## config.mk

```make
export PLATFORM = sky130hd
export DESIGN_NAME = debug_frame_tx
export DESIGN_NICKNAME = d
export VERILOG_FILES = /design/src/rtl/debug_frame_tx.sv
export SDC_FILE = /design/constraint.sdc
export NUM_CORES = 2
export LEC_CHECK = 0
export CAP_MARGIN = 20
export CORE_AREA = 10 10 396 398
export CTS_CLUSTER_SIZE = 16
export DETAILED_ROUTE_END_ITERATION = 10
export DIE_AREA = 0 0 406 408
export DONT_BUFFER_PORTS = 1
export SLEW_MARGIN = 30
export SYNTH_ARGS = -nofsm -noshare
export SYNTH_HDL_FRONTEND = slang
export SYNTH_SLANG_ARGS = --single-unit
```

## constraint.sdc

```tcl
create_clock -name i_clk -period 50 [get_ports i_clk]
set_input_delay 12.5 -clock i_clk [delete_from_list [all_inputs] [get_ports i_clk]]
set_output_delay 12.5 -clock i_clk [all_outputs]
set_load 0.03 [all_outputs]
```

## src/rtl/debug_frame_tx.sv

```systemverilog
// debug_frame_tx
// Serialises a debug payload into a byte frame for a uart_tx:
//   HEADER, length byte, payload bytes 0..N-1 (LSB byte first), XOR checksum.
// Ports:
//   i_clk, i_reset     clock, asynchronous active-high reset
//   i_start            single-cycle frame request (accepted only in IDLE)
//   i_data             payload, byte k = i_data[8k+7:8k]
//   i_num_bytes        payload byte count N (0..DATA_WIDTH/8 accepted)
//   i_abort            cancel the current frame
//   i_tx_done          uart_tx byte-complete pulse
//   o_tx_start         one-cycle byte strobe to uart_tx
//   o_tx_data          byte presented to uart_tx, held until its i_tx_done
//   o_busy             high in SEND and WAIT
//   o_done             one-cycle pulse when a frame completes
//   o_error            one-cycle pulse when a request is rejected (N too large)
//   o_dbg_state        {phase, state} for observation
// Handshake: o_tx_start pulses exactly once per byte; the byte is considered
// finished only on the i_tx_done that arrives while waiting for it. i_tx_done
// at any other time is ignored.
module debug_frame_tx #(
  parameter int          DATA_WIDTH = 1024,
  parameter int          LEN_WIDTH  = 8,
  parameter logic [7:0]  HEADER     = 8'hA5
) (
  input  logic                  i_clk,
  input  logic                  i_reset,
  input  logic                  i_start,
  input  logic [DATA_WIDTH-1:0] i_data,
  input  logic [LEN_WIDTH-1:0]  i_num_bytes,
  input  logic                  i_abort,
  input  logic                  i_tx_done,
  output logic                  o_tx_start,
  output logic [7:0]            o_tx_data,
  output logic                  o_busy,
  output logic                  o_done,
  output logic                  o_error,
  output logic [3:0]            o_dbg_state
);

  localparam int NB = DATA_WIDTH / 8;
  localparam int CW = $clog2(NB) + 1;

  typedef enum logic [1:0] {IDLE, SEND, WAIT, DONE} state_t;
  typedef enum logic [1:0] {HDR, LEN, PAY, CHK} phase_t;

  state_t                state;
  phase_t                phase;
  logic [DATA_WIDTH-1:0] snap_data;
  logic [CW-1:0]         snap_len;
  logic [7:0]            len_byte;
  logic [CW-1:0]         idx;
  logic [7:0]            chk;

  logic [DATA_WIDTH-1:0] shifted;
  logic [7:0]            pay_byte;
  logic                  len_ok;

  // Payload byte currently addressed by idx.
  assign shifted  = snap_data >> {idx, 3'b000};
  assign pay_byte = shifted[7:0];
  assign len_ok   = (int'(i_num_bytes) <= NB);

  assign o_dbg_state = {phase, state};

  always_ff @(posedge i_clk or posedge i_reset) begin
    if (i_reset) begin
      state      <= IDLE;
      phase      <= HDR;
      snap_data  <= '0;
      snap_len   <= '0;
      len_byte   <= 8'h00;
      idx        <= '0;
      chk        <= 8'h00;
      o_tx_start <= 1'b0;
      o_tx_data  <= 8'h00;
      o_busy     <= 1'b0;
      o_done     <= 1'b0;
      o_error    <= 1'b0;
    end else begin
      o_tx_start <= 1'b0;
      o_done     <= 1'b0;
      o_error    <= 1'b0;
      case (state)
        IDLE: begin
          if (i_start) begin
            if (len_ok) begin
              snap_data  <= i_data;
              snap_len   <= CW'(i_num_bytes);
              len_byte   <= 8'(i_num_bytes);
              chk        <= 8'h00;
              idx        <= '0;
              phase      <= HDR;
              state      <= SEND;
              o_tx_start <= 1'b1;
              o_tx_data  <= HEADER;
              o_busy     <= 1'b1;
            end else begin
              o_error <= 1'b1;
            end
          end
        end
        SEND: begin
          if (i_abort) begin
            state  <= IDLE;
            o_busy <= 1'b0;
          end else begin
            state <= WAIT;
          end
        end
        WAIT: begin
          // Abort wins over a coincident i_tx_done.
          if (i_abort) begin
            state  <= IDLE;
            o_busy <= 1'b0;
          end else if (i_tx_done) begin
            case (phase)
              HDR: begin
                phase      <= LEN;
                state      <= SEND;
                o_tx_start <= 1'b1;
                o_tx_data  <= len_byte;
              end
              LEN, PAY: begin
                // Leaving LEN idx is 0, so one comparison covers both the
                // empty payload and the end of a non-empty one.
                if (idx == snap_len) begin
                  phase     <= CHK;
                  o_tx_data <= chk;
                end else begin
                  phase     <= PAY;
                  o_tx_data <= pay_byte;
                  chk       <= chk ^ pay_byte;
                  idx       <= idx + CW'(1);
                end
                state      <= SEND;
                o_tx_start <= 1'b1;
              end
              CHK: begin
                state  <= DONE;
                o_done <= 1'b1;
                o_busy <= 1'b0;
              end
              default: state <= IDLE;
            endcase
          end
        end
        DONE: begin
          state <= IDLE;
        end
        default: state <= IDLE;
      endcase
    end
  end

endmodule

```

==> impl_metrics.env <==
export IMPL_drive_gt1_share_pct=47.1
export IMPL_syn_nets=4210
export IMPL_drt_pass1_iter_count=5
export IMPL_synthToLayoutAreaGrowth_pct=12.2
export IMPL_clock_latency_ns=0.72
export IMPL_fin_worst_skew_ns=0.0356
export IMPL_slew_viol_final=0
export IMPL_grt_util_all_layers_pct=22.1
export IMPL_p_leak_nw=21.3
export IMPL_wire_per_inst_um=36.1
export IMPL_yosysUniqueCellTypes=76
export IMPL_io_pins=1053
export IMPL_syn_area_mm2=0.0487
export IMPL_overflow=0
export IMPL_grt_pass1_vias=30339
export IMPL_powerDensity_mw_per_mm2=64.8
export IMPL_worstSetupEndpointType="flop"
export IMPL_synth_edf_count=0
export IMPL_worstSetupPathType="input port to flop"
export IMPL_clkSinkCount=1064
export IMPL_async_flop_share_pct=100
export IMPL_yosys_register_bits=1064
export IMPL_synth_main_ff_cell="dfrtp_1"
export IMPL_path_clk_slew_ns=0.06
export IMPL_setup_tns_ns=0
export IMPL_cts_made_buffers=117
export IMPL_rsz0062_at_grt="false"
export IMPL_nNetsFinal=4187
export IMPL_cp_required_ns=50.58
export IMPL_core_mm2=0.149
export IMPL_finalHoldViolCount=0
export IMPL_placed_cell_area_mm2=0.0505
export IMPL_die_area_mm2=0.166
export IMPL_arrival_ns=18.68
export IMPL_slew_headroom_pct=22.0
export IMPL_holdBufCountCts=0
export IMPL_p_total_w=0.00354
export IMPL_hold_path_class="flop to flop"
export IMPL_syn_inst=3165
export IMPL_setup_viol=0
export IMPL_cts_buffer_depth=3
export IMPL_cp_start_kind="input port"
export IMPL_drt_iter0_markers=2031
export IMPL_avgSynthCellArea_um2=15.4
export IMPL_hpwl_mm=146
export IMPL_post_route_util_pct=36.7
export IMPL_routed_via_count=28390
export IMPL_globalplace_congestion=0.839
export IMPL_irDropWorstVdd_mv=0.0359
export IMPL_setup_slack_ns=31.90
export IMPL_clock_root_buffer="clkbuf_16"
export IMPL_final_common_cell="dfrtp_1"
export IMPL_place_ws_ns=30.96
export IMPL_cts_resized=0
export IMPL_grt_pass1_wl_mm=255
export IMPL_final_cell_mix="dfrtp_1, mux2_2, mux2i_1"
export IMPL_start_util_pct=32.7
export IMPL_drv_cap=0
export IMPL_layout_min_cycle_time_ns=18.10
export IMPL_stdcell_area_mm2=0.0547
export IMPL_vias_per_cell=5.41
export IMPL_tightest_slew_ns=1.16
export IMPL_die_w_um=406
export IMPL_port_buffers=0
export IMPL_cts_setup_buffers=0
export IMPL_cts_tree="done"
export IMPL_ant_nets=0
export IMPL_yosys_warnings=0
export IMPL_die_h_um=408
export IMPL_h_tree_depth=3
export IMPL_grt_antenna_before_repair=149
export IMPL_status="finished clean"
export IMPL_worst_path_max_fanout=78
export IMPL_ys_seq_area_share_pct=54.6
export IMPL_wirelength_mm=189
export IMPL_grt_max_degree=174
export IMPL_rows=142
export IMPL_drc=0
export IMPL_timing_fmax_mhz=55.2
export IMPL_fin_crit_sh_pct=36.2
[cells by family (layout without fill, tap and decap cells)]
group	after synthesis	after routing	share of synthesized area, %
muxes	1416	1416	36.3
adders and majority gates	8	8	0.205
AOI/OAI and AO/OA	242	242	3.69
xor gates and xnor gates	13	13	0.234
buffers and inverters	244	316	3.09
DFF	1064	1064	54.6
other	0	64	0
and+or+nand+nor	178	178	1.89
[power by group]
part,switching (W),total [W],internal [W]
clock network,0.000367,0.000878,0.000512
registers,0.000283,0.00158,0.00130
logic,0.000466,0.00108,0.000618
total,0.00112,0.00354,0.00243
[worst paths after layout]
path / to / cells after the start / slack (ns) / startpoint
max in group asynchronous: snap_data[291] / 5 / 35.48 / i_reset
min in group asynchronous: snap_data[852] / 1 / 11.56 / i_reset
worst min register to register: snap_data[1011] / 1 / 0.50 / snap_data[1011]
worst max-delay path: snap_data[555] / 10 / 31.90 / i_num_bytes[3]
worst min-delay path: snap_data[1011] / 1 / 0.50 / snap_data[1011]
worst max register to register: snap_data[555] / 11 / 43.43 / state[1]
[cells in the mapped netlist, drive strengths merged, types with 27 or more instances]
master  instances  area (um^2)
dfrtp        1064        26600
mux2         1056        11900
buf           190         1310
mux2i         187         1870
mux4          173         3920
a22oi          44          330
nand2          44          165
nor2           35          131
a21oi          34          170
clkbuf         31          116
o21ai          28          140
a221oi         27          262
[through the flow]
stage          std cells  hold WS, ns
4_1_cts             5176        0.501
2_1_floorplan       3165        0.472
5_1_grt             5223        0.511
6_report            5245        0.501
3_5_place_dp        4962        0.488
3_3_place_gp        4960        0.480
[registers in the layout (all words and copies together), names as in the netlist]
name        count
chk             8
idx             8
len_byte        8
o_busy          1
o_done          1
o_error         1
o_tx_data       8
o_tx_start      1
phase           2
snap_data    1024
state           2
[per-layer routing]
layer	vias up	wire length, um	GRT usage (%)
li1	11918	-	-
met1	14980	74900	26.6
met2	1040	93600	37.6
met3	340	15100	7.57
met4	112	4900	5.65
met5	-	748	0
[area by class of cell]
| type | count | area (um^2) |
|---|---|---|
| fillers | 14161 | 94200 |
| well taps | 1944 | 2430 |
| inverters | 23 | 96.3 |
| clock inverters | 31 | 443 |
| multi-input cells | 1857 | 20700 |
| clock buffers | 183 | 3470 |
| repair buffers | 79 | 741 |
| diodes | 64 | 160 |
| flip-flops and latches | 1064 | 26600 |
[worst max-delay path, stage by stage]
cell and delay, ns:
or4_1 0.60, o41ai_2 0.36, nor2b_4 0.45, buf_4 0.59
buf_4 0.77, buf_4 0.77, buf_4 0.68, buf_6 0.67
buf_4 0.63, mux2_2 0.42
(Power assumes the default switching activity.)
